===== config.mk =====
export PLATFORM = sky130hd
export DESIGN_NAME = cpu_divmod_unit
export DESIGN_NICKNAME = d
export VERILOG_FILES = /design/src/rtl/cpu_divmod_unit.sv
export SDC_FILE = /design/constraint.sdc
export NUM_CORES = 1
export LEC_CHECK = 0
export CAP_MARGIN = 20
export CORE_MARGIN = 2
export CORE_UTILIZATION = 36
export CTS_CLUSTER_DIAMETER = 40
export DETAILED_ROUTE_END_ITERATION = 10
export PLACE_DENSITY = 0.53
export SETUP_SLACK_MARGIN = 0.5
export SLEW_MARGIN = 15
export SYNTH_ARGS = -nofsm -noshare
export SYNTH_HDL_FRONTEND = slang
export SYNTH_SLANG_ARGS = --single-unit

===== constraint.sdc =====
create_clock -name clk -period 5.8 [get_ports clk]
set_input_delay 1.16 -clock clk [delete_from_list [all_inputs] [get_ports clk]]
set_output_delay 1.16 -clock clk [all_outputs]
set_load 0.01 [all_outputs]

===== src/rtl/cpu_divmod_unit.sv =====
// Multi-cycle signed/unsigned integer divider producing quotient and remainder.
// Non-restoring radix-2 core; fixed latency of WIDTH+2 edges after the start edge.
module cpu_divmod_unit #(
  parameter int unsigned WIDTH = 32
) (
  input  logic             clk,
  input  logic             rst_n,
  input  logic             start,
  input  logic             unsgn_or_sgn,
  input  logic [WIDTH-1:0] num,
  input  logic [WIDTH-1:0] denom,
  input  logic             abort,
  output logic             can_accept_cmd,
  output logic             data_ready,
  output logic [WIDTH-1:0] quot,
  output logic [WIDTH-1:0] rem,
  output logic             div_by_zero
);

  localparam int unsigned CW = $clog2(WIDTH + 1);

  typedef enum logic [2:0] {
    IDLE,
    PREP,
    ITER,
    FIXUP,
    DONE
  } state_t;

  state_t state, state_next;

  // Captured command
  logic             sgn_r;
  logic [WIDTH-1:0] num_r;
  logic [WIDTH-1:0] denom_r;

  // Iteration datapath
  logic [WIDTH-1:0] dvsr;
  logic [WIDTH:0]   prem;
  logic [WIDTH-1:0] qacc;
  logic             neg_q;
  logic             neg_r;
  logic [CW-1:0]    cnt;

  // Combinational helpers
  logic             num_neg;
  logic             den_neg;
  logic             denom_zero;
  logic [WIDTH-1:0] mag_n;
  logic [WIDTH-1:0] mag_d;
  logic [WIDTH:0]   shifted;
  logic [WIDTH:0]   step_res;
  logic [WIDTH:0]   rem_fix;
  logic [WIDTH-1:0] q_final;
  logic [WIDTH-1:0] r_final;
  logic [WIDTH-1:0] zero_quot;

  always_ff @(posedge clk or negedge rst_n) begin
    if (!rst_n) state <= IDLE;
    else        state <= state_next;
  end

  always_comb begin
    state_next = state;
    unique case (state)
      IDLE:    state_next = start ? PREP : IDLE;
      DONE:    state_next = start ? PREP : IDLE;
      PREP: begin
        if (abort)           state_next = IDLE;
        else if (denom_zero) state_next = DONE;
        else                 state_next = ITER;
      end
      ITER: begin
        if (abort)                state_next = IDLE;
        else if (cnt == CW'(1))   state_next = FIXUP;
        else                      state_next = ITER;
      end
      FIXUP:   state_next = abort ? IDLE : DONE;
      default: state_next = IDLE;
    endcase
  end

  always_comb begin
    num_neg    = sgn_r & num_r[WIDTH-1];
    den_neg    = sgn_r & denom_r[WIDTH-1];
    denom_zero = (denom_r == '0);
    mag_n      = num_neg ? ('0 - num_r) : num_r;
    mag_d      = den_neg ? ('0 - denom_r) : denom_r;
    // The W+1-bit remainder may wrap on the shift; the add/sub result always
    // lies in [-d, d), so modular arithmetic keeps it exact.
    shifted    = {prem[WIDTH-1:0], qacc[WIDTH-1]};
    step_res   = prem[WIDTH] ? (shifted + {1'b0, dvsr}) : (shifted - {1'b0, dvsr});
    rem_fix    = prem[WIDTH] ? (prem + {1'b0, dvsr}) : prem;
    q_final    = neg_q ? ('0 - qacc) : qacc;
    r_final    = neg_r ? ('0 - rem_fix[WIDTH-1:0]) : rem_fix[WIDTH-1:0];
    zero_quot  = num_neg ? {{(WIDTH-1){1'b0}}, 1'b1} : '1;
  end

  always_ff @(posedge clk or negedge rst_n) begin
    if (!rst_n) begin
      sgn_r       <= 1'b0;
      num_r       <= '0;
      denom_r     <= '0;
      dvsr        <= '0;
      prem        <= '0;
      qacc        <= '0;
      neg_q       <= 1'b0;
      neg_r       <= 1'b0;
      cnt         <= '0;
      quot        <= '0;
      rem         <= '0;
      div_by_zero <= 1'b0;
    end else begin
      unique case (state)
        IDLE, DONE: begin
          if (start) begin
            sgn_r   <= unsgn_or_sgn;
            num_r   <= num;
            denom_r <= denom;
          end
        end
        PREP: begin
          if (!abort) begin
            qacc  <= mag_n;
            dvsr  <= mag_d;
            prem  <= '0;
            neg_q <= num_neg ^ den_neg;
            neg_r <= num_neg;
            cnt   <= CW'(WIDTH);
            if (denom_zero) begin
              quot        <= zero_quot;
              rem         <= num_r;
              div_by_zero <= 1'b1;
            end
          end
        end
        ITER: begin
          if (!abort) begin
            prem <= step_res;
            qacc <= {qacc[WIDTH-2:0], ~step_res[WIDTH]};
            cnt  <= cnt - CW'(1);
          end
        end
        FIXUP: begin
          if (!abort) begin
            quot        <= q_final;
            rem         <= r_final;
            div_by_zero <= 1'b0;
          end
        end
        default: ;
      endcase
    end
  end

  assign can_accept_cmd = (state == IDLE) || (state == DONE);
  assign data_ready     = (state == DONE);

endmodule


### Yosys cells after proc, flatten, opt, wreduce, memory -nomap -nowiden

Cells that the tools add are included.

| storage, ports and cells | value |
|---|---|
| word-level logic and storage cells | 80 |
| bits of input ports | 69 |
| register bits | 238 |
| output and inout port bits | 67 |

| operators by class | value |
|---|---|
| equality and inequality tests | 9 |
| bitwise gates (word level) | 5 |
| mux-type cells | 35 |
| add/sub/neg operators | 8 |
| reduce and logical (&&, ||, !) cells | 10 |

Operators by type and width:

| operator | number |
|---|---|
| 2-to-1 mux 32 bit | 14 |
| case mux 32 bit (2 select lines) | 3 |
| subtractor 1 x 32 -> 32 bit, first input constant | 4 |
| 2-to-1 mux 33 bit | 3 |
| case mux 33 bit (2 select lines) | 1 |
| adder 33 x 32 -> 33 bit | 1 |
| subtractor 33 x 32 -> 33 bit | 1 |
| adder 32 bit | 1 |
| zero test 32 bit | 1 |
| 2-to-1 mux 6 bit | 2 |
| case mux 3 bit (4 select lines) | 1 |
| case mux 6 bit (2 select lines) | 1 |
| 2-to-1 mux 3 bit | 3 |
| != test 2 bit, second input constant | 4 |
| == test 3 x 2 -> 1 bit, second input constant | 2 |
| == test 6 x 1 -> 1 bit, second input constant | 1 |
| subtractor 6 x 1 -> 6 bit, second input constant | 1 |
| 2-to-1 mux 1 bit | 5 |
| AND reduction 2 bit | 2 |
| AND reduction 4 bit | 1 |
| nonzero test 2 bit | 2 |
| == test 3 x 1 -> 1 bit, second input constant | 1 |
| == test 3 bit, second input constant | 1 |
| zero test 3 bit | 1 |
| other kinds (8) | 10 |

### Longest topological paths before layout

| depth | value |
|---|---|
| depth after elaboration | 6 |
| depth in mapped cells | 23 |
| gate-level depth less buffers | 21 |

### Worst setup path before layout

Ideal clock, no wire load.

| path | value |
|---|---|
| kind | register -> register |
| from | register prem[32] |
| to | register prem[31] |
| buffers on the path | 9 |
| stages on the path, launching flop included | 24 |
| path slack | 139 ps |
| arrival time | 5528 ps |
| clock period less this slack | 5661 ps |
| cells stage by stage | dfrtp_1 -> clkbuf_1 -> buf_2 -> buf_1 -> buf_2 -> buf_1 -> buf_1 -> clkbuf_1 -> clkbuf_1 -> a21oi_1 -> xor2_1 -> ha_1 -> clkbuf_1 -> a21oi_1 -> o21ai_0 -> a221o_1 -> a31o_2 -> o31a_1 -> o221ai_1 -> o221ai_1 -> o41ai_1 -> o21ai_1 -> xnor2_1 -> o21ai_0 |

| between the ends | value |
|---|---|
| cells in the longest elaborated chain, start to end | 3 |

RTL lines:

| what | RTL line | source |
|---|---|---|
| start: declaration | 39 | `logic [WIDTH:0] prem;` |
| start signal: assignment | 139 | `prem <= step_res;` |
| 2-to-1 mux 33 bit | 92 | `step_res = prem[WIDTH] ? (shifted + {1'b0, dvsr}) : (shifted - {1'b0, dvsr});` |
| 2-to-1 mux 33 bit | 138 | `if (!abort) begin` |
| case mux 33 bit (2 select lines) | 114 | `unique case (state)` |

Every way passes these cells. The select of a mux whose other input is x is not followed.
A chain may end at the register's enable or synchronous reset.

### Worst setup path in the final report

| path | value |
|---|---|
| from | register dvsr[3] |
| to | register qacc[0] |

| between the ends | value |
|---|---|
| cells in the longest elaborated chain, start to end | 5 |
| elaborated cells between the ends (all ways) | 6 |

RTL lines:

| what | RTL line | source |
|---|---|---|
| start: declaration | 38 | `logic [WIDTH-1:0] dvsr;` |
| start signal: assignment | 125 | `dvsr <= mag_d;` |
| subtractor 33 x 32 -> 33 bit or adder 33 x 32 -> 33 bit (tied branches) | 92 |  |
| 2-to-1 mux 33 bit * | 92 |  |
| inverter 1 bit * | 140 | `qacc <= {qacc[WIDTH-2:0], ~step_res[WIDTH]};` |
| 2-to-1 mux 32 bit * | 138 |  |
| case mux 32 bit (2 select lines) * | 114 |  |
| end signal: assignment | 124 | `qacc <= mag_n;` |
| end signal: assignment | 140 |  |
| end: declaration | 40 | `logic [WIDTH-1:0] qacc;` |

Mark *: on every way between the ends. The rest lies on a longest branch, timed or not. The select of a mux whose other input is x is not followed.

==> out/metrics.yaml <==
hold_viol: 0
die_area_sq_um: 48270
io_pins: 136
wl_microns: 49850
place_congestion: 0.8992
cts_tree: "built"
critPathLaunch: "dvsr[3]"
placementRows: 79
grt_use_total_pct: 20.91
syn_nets: 2132
die_y_microns: 219.7
ys_seq_area_share_pct: 35.55
vias_per_cell: 5.418
synth_cell_types: 77
crit_end: "qacc[0]"
power.total_mw: 13.91
initial_core_util_pct: 36.21
ys_warn_count: 0
antenna_found_initial: 0
r2r_cells: 19
grt_pass1_vias: 14366
cts_buffers: 46
worstSetupPathType: "register to register"
maxCapViolCount: 0
power_density_nw_per_um2: 686.3
tightest_slew_ps: 1012
period_share_pct: 83.72
max_freq_mhz: 205.9
placedCellCount: 2645
layout_common_cells: "nand2_1 (253), dfrtp_1 (237), o21ai_0 (220), a21oi_1 (175), nor2_1 (147)"
area_delta_synth_final_pct: 20.98
reg2reg_from: "dvsr[3]"
cp.arrival_ps: 5320
core_sq_um: 46260
ctsResizeCount: 0
post_cts_buffers: 0
stdcell_area_sq_um: 20270
rsz0062_at_grt: "no"
slew_violations: 0
syn_area_sq_um: 16750
startpoint_type: "register"
die_x_microns: 219.7
holdBufCountCts: 0
r2r_slack_ps: 940
period_needed_ps: 4856
maxSlewHeadroom_pct: 32.51
cts_sinks: 238
cts_buffer_depth: 3
grt_max_degree: 101
placed_area_sq_um: 18640
fin_skew_ps: 18.67
drc: 0
routed-via-count: 14770
grt_pass1_wl_microns: 80210
syn_inst: 1991
final_common_cell: "nand2_1"
drt_iter0_markers: 779
ys_ff_latch: 238
ys.flop_type: "dfrtp_1"
drive_above_1_share_pct: 9.250
first_pass_iters: 4
fin_nets: 2227
grt-ovfl-total: 0
worstSetupEndpointType: "register"
cts_root_buf: "clkbuf_16"
leakage_nw: 8.490
synthArstFlopShare_pct: 100.0
avgSynthCellArea_sq_um: 8.413
finalSetupTns_ps: 0
peakVddDrop_mv: 0.2710
status: "completed"
setup_viol: 0
r2r-end: "qacc[0]"
portBuffers: 135
finalNonFillerCells: 2726
final_antenna_net_count: 0
hp-class: "register to register"
wl_per_cell_microns: 18.29
clkTransAtPathRegs_ps: 50
dp_hpwl_microns: 37870
crit_path_max_fanout: 6
clock_latency_ps: 560
synth-edff-count: 0
critPathRequiredTime_ps: 6260
h-tree-depth: 2
num_antenna_cells: 0
-- cells in the mapped netlist (4+ instances only) --
| master | number | area, sq um |
|---|---|---|
| inv_1 | 36 | 135.1 |
| a21oi_1 | 175 | 875.8 |
| o21a_1 | 21 | 157.7 |
| dfrtp_1 | 238 | 5956 |
| xnor2_1 | 107 | 937.2 |
| nand4_1 | 25 | 156.4 |
| o221ai_1 | 4 | 35.03 |
| or2_2 | 11 | 68.82 |
| mux2i_1 | 19 | 190.2 |
| a31o_2 | 7 | 61.31 |
| o21ai_1 | 6 | 30.03 |
| ha_1 | 70 | 875.8 |
| nor2_1 | 149 | 559.3 |
| a31oi_1 | 21 | 131.4 |
| a211o_1 | 8 | 70.07 |
| o21bai_1 | 4 | 30.03 |
| a21o_1 | 40 | 300.3 |
| or3_1 | 17 | 106.4 |
| a22o_1 | 5 | 43.79 |
| o211ai_1 | 12 | 90.09 |
| or4_1 | 13 | 97.59 |
| nor4_1 | 23 | 143.9 |
| nand2_1 | 253 | 949.7 |
| a22oi_1 | 4 | 30.03 |
| buf_1 | 9 | 33.78 |
| o21ai_0 | 220 | 1101 |
| o31ai_1 | 23 | 172.7 |
| xor2_1 | 76 | 665.6 |
| nand2b_1 | 19 | 118.9 |
| mux2_2 | 64 | 720.7 |
| nor3_1 | 42 | 210.2 |
| buf_2 | 5 | 25.02 |
| a211oi_1 | 12 | 90.09 |
| and3_1 | 15 | 93.84 |
| a41oi_1 | 8 | 70.07 |
| and2_1 | 19 | 118.9 |
| nor2b_1 | 16 | 100.1 |
| nand3_1 | 31 | 155.2 |
| clkbuf_1 | 90 | 337.8 |
| o41ai_1 | 16 | 140.1 |
-- worst min path at each step --
stage / start / to / slack (ps) / depth (start not counted)
after floorplan: qacc[1] / qacc[1] / 490 / 2
after global placement: quot[30] / quot[30] / 460 / 2
after detailed placement: quot[21] / quot[21] / 470 / 2
after CTS: quot[21] / quot[21] / 480 / 2
after global routing: quot[21] / quot[21] / 500 / 2
final: quot[13] / quot[13] / 470 / 2
-- metal layers --
| metal | vias to the layer above | wire, microns | share of wire [%] | track usage (%) |
|---|---|---|---|---|
| met3 | 60 | 2206 | 4.4 | 2.650 |
| met1 | 7023 | 23710 | 48 | 28.93 |
| met2 | 312 | 22990 | 46 | 34.54 |
| li1 | 7375 | - | - | - |
| met5 | - | 0 | 0 | 0 |
| met4 | 0 | 939 | 1.9 | 5.391 |
-- per-stage QoR --
stage | worst slack (ps) | utilization, % | hold slack [ps]
2_1_floorplan | 579.9 | - | 493.1
3_3_place_gp | 980.9 | 40.30 | 463.0
3_5_place_dp | 934.3 | 40.30 | 468.9
4_1_cts | 908.4 | 43.81 | 480.6
5_1_grt | 511.5 | 43.81 | 499.9
6_report | 944.3 | 43.81 | 472.4
-- critical path, cell delays in order (launching register included) --
cell	delay, ps
dfrtp_1	430
nor3_1	350
nand2_1	130
nor3b_1	410
nand2_1	120
or2_2	330
o21ai_0	200
xnor2_1	150
ha_1	320
a21o_1	180
a21o_1	170
a21oi_1	160
o21ai_0	100
a31oi_1	360
o2111a_1	350
a211o_1	190
a21oi_1	90
xnor2_1	440
nand2_1	120
a22oi_1	160
-- area by class of cell --
cell class	count	area (sq um)
Clock buffer	59	1304
Clock inverter	22	321.6
Fill cell	4644	25990
Inverter	38	142.6
Multi-Input combinational cell	1610	10280
Sequential cell	238	5957
Tap cell	607	759.5
Timing Repair Buffer	152	1496
-- state kept, by name, indices dropped and copies added (netlist names), 3 cells and up --
name and cells:
denom_r 32, cnt 6, rem 32, prem 33, qacc 32, state 3
dvsr 32, quot 32, num_r 32
-- power breakdown --
| part | internal, mW | leakage (nW) | switching, mW |
|---|---|---|---|
| Clock | 1.89 | 0.786 | 0.898 |
| Combinational | 3.39 | 4.77 | 4.27 |
| Sequential | 2.36 | 2.93 | 1.09 |
| Total | 7.65 | 8.49 | 6.26 |
-- logic make-up after synthesis --
logic type                 count (synthesis)  share of synthesized area [%]
AOI/OAI and AO/OA                        620                          22.48
xor gates and xnor gates                 183                          9.568
adders and majority gates                 72                          5.468
buffers and inverters                    143                          3.286
DFF                                      238                          35.55
muxes                                     84                          5.527
and+or+nand+nor                          651                          18.11
Power figures use the tool's default switching activity.
